--- config.mk ---
export PLATFORM = sky130hd
export DESIGN_NAME = mmio_bridge
export DESIGN_NICKNAME = d
export VERILOG_FILES = /design/src/rtl/mmio_pkg.sv /design/src/rtl/sync_fifo.sv /design/src/rtl/mmio_bridge.sv
export SDC_FILE = /design/constraint.sdc
export NUM_CORES = 1
export LEC_CHECK = 0
export CAP_MARGIN = 0
export CORE_UTILIZATION = 39
export DETAILED_ROUTE_END_ITERATION = 6
export PLACE_DENSITY = 0.64
export SETUP_SLACK_MARGIN = 0.4
export SYNTH_ARGS = -nofsm -noshare
export SYNTH_HDL_FRONTEND = slang
export SYNTH_SLANG_ARGS = --single-unit
--- constraint.sdc ---
create_clock -name clk -period 3.76 [get_ports clk]
set_input_delay 0.94 -clock clk [delete_from_list [all_inputs] [get_ports clk]]
set_output_delay 0.94 -clock clk [all_outputs]
set_load 0.01 [all_outputs]
--- src/rtl/mmio_pkg.sv ---
// Shared definitions for the MMIO bridge: IO window offsets, core FSM states
// and the STATUS word layout.
package mmio_pkg;

  localparam logic [11:0] OFF_RX     = 12'h000;
  localparam logic [11:0] OFF_TX     = 12'h004;
  localparam logic [11:0] OFF_LED    = 12'h008;
  localparam logic [11:0] OFF_STATUS = 12'h00C;
  localparam logic [11:0] OFF_CYCLE  = 12'h010;

  typedef enum logic [1:0] {
    IDLE    = 2'd0,
    RX_WAIT = 2'd1,
    TX_WAIT = 2'd2
  } state_t;

  function automatic logic [31:0] pack_status(input logic [15:0] rx_cnt,
                                              input logic [7:0]  tx_cnt,
                                              input logic        ovr,
                                              input logic        tx_full,
                                              input logic        rx_empty);
    return {rx_cnt, tx_cnt, 5'b0, ovr, tx_full, rx_empty};
  endfunction

endpackage

--- src/rtl/sync_fifo.sv ---
// Synchronous FIFO with a free-running head (rdata is the entry at the read
// pointer). A pop on empty is ignored; a push on full is accepted only when a
// pop happens in the same cycle, so the count stays unchanged.
module sync_fifo #(
  parameter int WIDTH = 8,
  parameter int DEPTH = 16
) (
  input  logic                     clk,
  input  logic                     rstn,
  input  logic                     push,
  input  logic [WIDTH-1:0]         wdata,
  input  logic                     pop,
  output logic [WIDTH-1:0]         rdata,
  output logic                     full,
  output logic                     empty,
  output logic [$clog2(DEPTH):0]   count
);

  localparam int AW = $clog2(DEPTH);
  localparam logic [AW-1:0] PTR_ONE = 1;
  localparam logic [AW:0]   CNT_ONE = 1;
  localparam logic [AW:0]   CNT_MAX = DEPTH[AW:0];

  logic [WIDTH-1:0] mem [DEPTH];
  logic [AW-1:0]    wr_ptr;
  logic [AW-1:0]    rd_ptr;
  logic             do_push;
  logic             do_pop;

  assign empty   = (count == '0);
  assign full    = (count == CNT_MAX);
  assign do_pop  = pop && !empty;
  assign do_push = push && (!full || do_pop);
  assign rdata   = mem[rd_ptr];

  // Storage write; data array carries no reset.
  always_ff @(posedge clk) begin
    if (do_push) mem[wr_ptr] <= wdata;
  end

  // Pointer and occupancy bookkeeping; pointers wrap naturally at DEPTH.
  always_ff @(posedge clk) begin
    if (!rstn) begin
      wr_ptr <= '0;
      rd_ptr <= '0;
      count  <= '0;
    end else begin
      if (do_push) wr_ptr <= wr_ptr + PTR_ONE;
      if (do_pop)  rd_ptr <= rd_ptr + PTR_ONE;
      case ({do_push, do_pop})
        2'b10:   count <= count + CNT_ONE;
        2'b01:   count <= count - CNT_ONE;
        default: count <= count;
      endcase
    end
  end

endmodule

--- src/rtl/mmio_bridge.sv ---
// Core-to-memory bridge with a 4 KiB IO window holding UART RX/TX FIFOs, an
// LED register and a STATUS word. Core requests (c_load / c_we) are one-cycle
// strobes; the address is held until c_done. RX reads on an empty FIFO and TX
// writes on a full FIFO stall in RX_WAIT / TX_WAIT.
// Optional build macro MMIO_BRIDGE_CYCLE_COUNTER_EN maps a free-running
// 32-bit cycle counter at offset 0x10.
module mmio_bridge
  import mmio_pkg::*;
#(
  parameter logic [31:0] IO_BASE    = 32'h10000,
  parameter int          FIFO_DEPTH = 16,
  parameter int          LED_W      = 8
) (
  input  logic             clk,
  input  logic             rstn,
  output logic [31:0]      mem_din,
  output logic [31:0]      mem_addr,
  output logic [3:0]       mem_we,
  input  logic [31:0]      mem_dout,
  output logic [7:0]       uart_tx_data,
  output logic             uart_tx_valid,
  input  logic             uart_tx_ready,
  input  logic [7:0]       uart_rx_data,
  input  logic             uart_rx_valid,
  input  logic [31:0]      c_din,
  input  logic [31:0]      c_addr,
  input  logic [3:0]       c_we,
  input  logic             c_load,
  output logic [31:0]      c_dout,
  output logic             c_done,
  output logic [LED_W-1:0] led
);

  localparam int CW = $clog2(FIFO_DEPTH) + 1;

  state_t        state;
  logic [31:0]   rdata;
  logic [31:0]   io_rdata;
  logic [7:0]    tx_hold;
  logic          overrun;

  logic          io_sel, is_rd, is_wr, io_rd, io_wr;
  logic [11:0]   offset;
  logic          rx_pop, rx_full, rx_empty, overrun_set, status_rd;
  logic          tx_push, tx_pop, tx_full, tx_empty;
  logic [7:0]    rx_head, tx_wdata;
  logic [CW-1:0] rx_count, tx_count;

  assign io_sel    = (c_addr[31:12] == IO_BASE[31:12]);
  assign offset    = c_addr[11:0];
  assign is_wr     = |c_we;
  assign is_rd     = c_load && !is_wr;
  assign io_rd     = (state == IDLE) && io_sel && is_rd;
  assign io_wr     = (state == IDLE) && io_sel && is_wr;
  assign status_rd = io_rd && (offset == OFF_STATUS);

  assign mem_addr = c_addr;
  assign mem_din  = c_din;
  assign mem_we   = io_sel ? 4'b0 : c_we;
  assign c_dout   = io_sel ? rdata : mem_dout;

  assign rx_pop = rstn && !rx_empty &&
                  ((io_rd && offset == OFF_RX) || state == RX_WAIT);
  assign tx_push = rstn && !tx_full &&
                   ((io_wr && offset == OFF_TX && c_we[0]) || state == TX_WAIT);
  assign tx_wdata      = (state == TX_WAIT) ? tx_hold : c_din[7:0];
  assign uart_tx_valid = !tx_empty;
  assign tx_pop        = uart_tx_valid && uart_tx_ready;
  assign overrun_set   = uart_rx_valid && rx_full && !rx_pop;

  sync_fifo #(.WIDTH(8), .DEPTH(FIFO_DEPTH)) u_rx_fifo (
    .clk(clk), .rstn(rstn), .push(uart_rx_valid), .wdata(uart_rx_data),
    .pop(rx_pop), .rdata(rx_head), .full(rx_full), .empty(rx_empty),
    .count(rx_count)
  );

  sync_fifo #(.WIDTH(8), .DEPTH(FIFO_DEPTH)) u_tx_fifo (
    .clk(clk), .rstn(rstn), .push(tx_push), .wdata(tx_wdata),
    .pop(tx_pop), .rdata(uart_tx_data), .full(tx_full), .empty(tx_empty),
    .count(tx_count)
  );

`ifdef MMIO_BRIDGE_CYCLE_COUNTER_EN
  logic [31:0] cyc_cnt;

  // Free-running cycle counter, wraps at 2^32.
  always_ff @(posedge clk) begin
    if (!rstn) cyc_cnt <= '0;
    else       cyc_cnt <= cyc_cnt + 32'd1;
  end
`endif

  // Read mux for the non-blocking IO registers; RX data is handled by the FSM.
  always_comb begin
    io_rdata = '0;
    case (offset)
      OFF_STATUS: io_rdata = pack_status(16'(rx_count), 8'(tx_count),
                                         overrun, tx_full, rx_empty);
      OFF_LED:    io_rdata = 32'(led);
`ifdef MMIO_BRIDGE_CYCLE_COUNTER_EN
      OFF_CYCLE:  io_rdata = cyc_cnt;
`endif
      default:    io_rdata = '0;
    endcase
  end

  // Core access FSM: completes accesses and stalls on empty RX / full TX.
  always_ff @(posedge clk) begin
    if (!rstn) begin
      state  <= IDLE;
      c_done <= 1'b0;
      rdata  <= '0;
    end else begin
      c_done <= 1'b0;
      case (state)
        IDLE: begin
          if (io_sel && is_rd) begin
            if (offset == OFF_RX) begin
              if (rx_empty) begin
                state <= RX_WAIT;
              end else begin
                rdata  <= {24'b0, rx_head};
                c_done <= 1'b1;
              end
            end else begin
              rdata  <= io_rdata;
              c_done <= 1'b1;
            end
          end else if (io_sel && is_wr) begin
            if (offset == OFF_TX && c_we[0] && tx_full) state  <= TX_WAIT;
            else                                        c_done <= 1'b1;
          end else if (is_rd || is_wr) begin
            c_done <= 1'b1;
          end
        end
        RX_WAIT: begin
          if (!rx_empty) begin
            rdata  <= {24'b0, rx_head};
            c_done <= 1'b1;
            state  <= IDLE;
          end
        end
        TX_WAIT: begin
          if (!tx_full) begin
            c_done <= 1'b1;
            state  <= IDLE;
          end
        end
        default: state <= IDLE;
      endcase
    end
  end

  // Capture the TX byte so a stalled write no longer needs c_din held.
  always_ff @(posedge clk) begin
    if (io_wr && offset == OFF_TX) tx_hold <= c_din[7:0];
  end

  // LED register and sticky overrun flag; a new overrun beats a STATUS clear.
  always_ff @(posedge clk) begin
    if (!rstn) begin
      led     <= '0;
      overrun <= 1'b0;
    end else begin
      if (io_wr && offset == OFF_LED) led <= c_din[LED_W-1:0];
      if (overrun_set)    overrun <= 1'b1;
      else if (status_rd) overrun <= 1'b0;
    end
  end

endmodule

* After elaboration in Yosys (flattened, before gate mapping) *
Memories as Yosys holds them, arrays and structs flattened. A register that Yosys moved wholly into a read port is not among the register bits.
Cells that the tools add are included.

word-level totals
  register bits = 78
  memory bits (writable) = 256
  output and inout bits = 118
  logic and storage cells = 123
  memories kept = 2

memories
  name           words  width  read ports  clocked after memory_dff  write ports  line             text
  u_rx_fifo.mem  16     8      1           1                         1            sync_fifo.sv:24  logic [WIDTH-1:0] mem [DEPTH];
  u_tx_fifo.mem  16     8      1           1                         1            sync_fifo.sv:24

operators by class
  $add $sub $neg = 8
  equality and inequality tests = 19
  muxes and demuxes = 36
  reduce and logical (&&, ||, !) cells = 46

operator list
  cell                 number
  $mux 32              4
  $pmux 32 s2          1
  $pmux 21 s2          1
  $eq 12x4->1 const B  2
  $logic_and 1x1->1    24
  $eq 20x5->1 const B  1
  $mux 4               5
  $pmux 5 s2           2
  $add 4x1->4 const B  4
  $mux 2               7
  $mux 1               13
  $eq 12x3->1 const B  1
  $logic_not 12->1     1
  $add 5x1->5 const B  2
  $eq 5x5->1 const B   2
  $logic_not 5->1      2
  $sub 5x1->5 const B  2
  $mux 8               1
  $reduce_bool 2->1    4
  $eq 2x1->1 const B   3
  $eq 2x2->1 const B   3
  $logic_not 1->1      6
  $ne 3x1->1 const B   2
  $ne 3x3->1 const B   2
  9 further kinds      14

* Longest topological paths before layout *
  depth after elaboration = 12
  gate-level depth with buffers = 17
  gate-level depth less buffers = 15

* By module *
A second synthesis with hierarchy kept.

second synthesis, totals
  cells, all modules = 985
  area, all modules = 15055.7 um2

modules (own cells, without submodules)
  module       instances  cells each  area an instance (um2)
  sync_fifo    2          323         5895.7
  mmio_bridge  1          339         3264.4

* Least setup slack after synthesis *
OpenSTA, ideal clock, no wires.

  path kind = input -> register
  start point = input port c_we[0]
  end point = register u_rx_fifo.count[4]
  library setup time = 0.128 ns
  arrival = 3.864 ns
  required time = 3.632 ns
  setup slack = -0.231 ns
  stages = 16
  path through = or4_4 -> nor3_2 -> nor4b_4 -> o21ai_2 -> buf_2 -> nor2_1 -> ha_1 -> clkbuf_1 -> xor2_1 -> ha_1 -> a21boi_0 -> o211a_1 -> nor3_1 -> a211oi_1 -> xnor2_1 -> nor2_1

between the ends
  longest elaborated chain between the ends = 12

ends and longest elaborated chain
  element                                                 line               text
  from (decl)                                             mmio_bridge.sv:27  input logic [3:0] c_we,
  $reduce_or 4->1 *                                       mmio_bridge.sv:51  assign is_wr = |c_we;
  $logic_not 1->1 *                                       mmio_bridge.sv:52  assign is_rd = c_load && !is_wr;
  $logic_and 1x1->1 *                                     mmio_bridge.sv:52
  $logic_and 1x1->1 *                                     mmio_bridge.sv:53  assign io_rd = (state == IDLE) && io_sel && is_rd;
  $logic_and 1x1->1 *                                     mmio_bridge.sv:63  ((io_rd && offset == OFF_RX) || state == RX_WAIT);
  $logic_or 1x1->1 *                                      mmio_bridge.sv:63
  $logic_and 1x1->1 *                                     mmio_bridge.sv:62  assign rx_pop = rstn && !rx_empty &&
  $logic_and 1x1->1 *                                     sync_fifo.sv:32    assign do_pop = pop && !empty;
  net u_rx_fifo.do_pop                                    sync_fifo.sv:28    logic do_pop;
  $logic_or 1x1->1                                        sync_fifo.sv:33    assign do_push = push && (!full || do_pop);
  $logic_and 1x1->1                                       sync_fifo.sv:33
  $eq 2x1->1 / $eq 2x2->1 (equally long branches)         sync_fifo.sv:50    case ({do_push, do_pop})
  $pmux 5 s2 / $reduce_bool 2->1 (equally long branches)  --
  to (signal assigned)                                    sync_fifo.sv:51    2'b10: count <= count + CNT_ONE;
  to (signal assigned)                                    sync_fifo.sv:52    2'b01: count <= count - CNT_ONE;
  to (signal assigned)                                    sync_fifo.sv:53    default: count <= count;
  to (decl)                                               sync_fifo.sv:16    output logic [$clog2(DEPTH):0] count

The timed path passes the listed nets; every way through them passes the cells marked *.
A chain may end at the register's enable or synchronous reset.

* Worst setup path after layout *
  start point = input port c_addr[22]
  end point = output port c_dout[10]

between the ends
  longest elaborated chain between the ends = 2

ends and longest elaborated chain
  element      line               text
  from (decl)  mmio_bridge.sv:26  input logic [31:0] c_addr,
  $eq 20x5->1  mmio_bridge.sv:49  assign io_sel = (c_addr[31:12] == IO_BASE[31:12]);
  $mux 32      mmio_bridge.sv:60  assign c_dout = io_sel ? rdata : mem_dout;
  to (decl)    mmio_bridge.sv:29  output logic [31:0] c_dout,

No other way between the ends.

==> results.md <==
* Horiz. Die Dim at 196 um
* Yosys reg bits at 342
* Post-route ant nets at 0
* Crit Reg-Reg Endpoint: u_rx_fifo.count[4]
* GPL Wtd Cong at 0.888
* Fin crit period at 3.65 ns
* Post-DP Area at 0.0175 mm^2
* Clk Latency, worst-skew pair at 0.51 ns
* Reg-to-reg setup timing slack at 0.80 ns
* Slew @ Worst Pin at 0.867 ns
* DP Worst Slack at -0.487 ns
* Max-cap violations at 0
* Syn Area/Cell at 16.2 um^2
* Vias in the first global route at 8602
* Run status: finished, final reports clean
* Area grow syn2layout at 32.4%
* Ys Warns at 0
* H-tree depth at 2
* Worst-path clk slew at 0.06 ns
* Longest Clk Path Bufs at 3
* Setup Crit Path Kind: in -> out
* First-pass DRT Iterations at 4
* First-pass GRT wire length at 52800 um
* Post-DP HPWL at 24100 um
* RR Startpoint: u_rx_fifo.count[1]
* First element of the critical path: c_addr[22]
* CTS sink cnt at 342
* Final setup fails at 0
* Post-Syn Area at 0.0147 mm^2
* Die height at 196 um
* Worst hold path class: reg -> reg
* Post-Syn Nets at 1035
* Via density at 5.11
* Worst Path Arrival at 2.71 ns
* Library cells used by synthesis at 63
* Critical Path Source Type: input port
* CP endpoint kind: primary output
* Total GRT Usage at 18.3%
* Ys flop type: edfxtp_1
* PortBufs at 182
* DRC errors left at 0
* Crit-path max FO at 6
* DRT iter0 DRCs at 427
* GR Overflow Total at 0
* Vias at 8353
* Relative slew slack at 42.1%
* Skew final at 0.0168 ns
* Largest net degree at the start of global routing at 41
* EDFF count, synth at 264
* ANT cells at 0
* Total CTS buffers at 36
* Final net count at 1278
* Share of synthesized flip-flops with an asynchronous set or reset at 0%
* Starting Density at 39.9%
* Initial antenna violation count at 0
* Layout cell share with drive strength beyond 1 at 34.9%
* Fillers at 3012
* Final wirelength at 34900 um
* Register area share after synthesis at 64.7%
* Gate count of the mapped netlist at 903
* Rows at 70
* Pleak at 6.73 nW
* Routed WL per cell at 21.3 um
* FF-to-FF path depth at 14
* Final WS setup at 0.105 ns
* Critical Path End: c_dout[10]
* RSZ-0062 raised after global routing: yes
* Critical Path RT at 2.82 ns
* Maximum VDD drop at 0.338 mV
* CTS tree: yes
* Finished layout cell area at 0.0194 mm^2
* Die Area at 0.0384 mm^2
* Slew Limit Fails at 0
* Crit share post-route at 97.2%
* Power Density at 412 mW/mm^2
* Cts hold-fix bufs at 0
* CORE AREA at 0.0368 mm^2
* Final Hold Fails at 0
* Root buf cell: clkbuf_16
* Ports at 231
* F_max at 274 MHz
==> layout make-up <==
type                    count  area, um^2  share of cell area [%]
well taps                 468         586                    3.01
repair buffers            316        3330                    17.2
flip-flops and latches    342        9490                    48.9
clock buffers              40         937                    4.82
multi-input cells         434        4800                    24.7
inverters                  16        60.1                   0.309
clock inverters            20         211                    1.09
==> synth_stat cells (17+ instances only) <==
master      n  area (um^2)
dfxtp_1    78         1560
clkbuf_1   23         86.3
edfxtp_1  264         7930
buf_4      67          503
mux2_2     40          450
and2_1     35          219
ha_1       18          225
buf_2      17         85.1
nor2_1     61          229
mux2i_1    17          170
a21oi_1    17         85.1
mux4_2     79         1780
==> worst min-delay path by stage <==
| stage | slack, ns | start | cells past startpoint | endpoint |
|---|---|---|---|---|
| floorplan | 0.42 | rdata[13] | 1 | rdata[13] |
| global placement | 0.44 | rdata[31] | 1 | rdata[31] |
| detailed placement | 0.44 | rdata[26] | 1 | rdata[26] |
| CTS | 0.46 | rdata[14] | 1 | rdata[14] |
| global route | 0.48 | rdata[14] | 1 | rdata[14] |
| finish | 0.47 | rdata[31] | 1 | rdata[31] |
==> power by group <==
part	internal (mW)	switching [mW]
Combinational	0.232	0.208
Clock	2.07	1.40
Sequential	4.09	0.0115
==> metrics by stage <==
step	util, %	power [mW]	cells	hold slack [ns]	TNS, ns
2_1_floorplan	-	4.37	903	0.424	0
3_3_place_gp	47.7	4.60	1533	0.443	-24.93
3_5_place_dp	47.7	4.61	1533	0.445	-25.19
4_1_cts	52.0	8.07	1624	0.461	0
5_1_grt	52.8	8.25	1636	0.480	0
6_report	52.8	8.01	1636	0.467	0
==> sequential cells by signal, summed over array words and instances, names as in the netlist, 5 cells and up, named ones only <==
name / flops
u_tx_fifo.mem: 128
u_rx_fifo.mem: 128
rdata: 32
u_rx_fifo.count: 5
led: 8
u_tx_fifo.count: 5
tx_hold: 8
==> worst max-delay path: stages <==
cell,delay (ns)
buf_6,0.09
or4_4,0.54
nor3_4,0.23
buf_4,0.15
buf_6,0.12
buf_12,0.10
buf_16,0.11
mux2_4,0.30
buf_6,0.12
==> metal layers <==
metal / vias to the layer above / global-route usage (%) / wire length, um
met5: - / 0 / 0
met1: 4251 / 25.1 / 15900
li1: 3938 / - / -
met4: 0 / 4.31 / 486
met2: 127 / 31.1 / 17600
met3: 37 / 2.49 / 925
==> cell families after synthesis <==
logic type,after synthesis,share of synthesized area (%)
XOR/XNOR,13,0.776
AO/OA/AOI/OAI,64,3.00
multiplexers,136,16.4
adder cells (fa/ha/maj),19,1.67
AND/OR/NAND/NOR,202,8.28
buffers and inverters,127,5.21
flip-flops,342,64.7
==> placed cells by master, fill, tap and decap left out, types with 35 or more instances in the layout <==
cell type and n:
buf_6 51, clkdlybuf4s50_1 105, dfxtp_1 76, and2_1 35, clkbuf_16 37, mux4_2 79
nor2_1 58, edfxtp_1 264, buf_4 82
==> timing repair <==
item / 4_1_cts / 5_1_grt
setup endpoints to repair: 49 / 83
gates cloned: 4 / 0
gates resized for setup: 287 / 63
buffers inserted: 27 / 12
pin swaps: 18 / 12
Power figures use the tool's default switching activity.
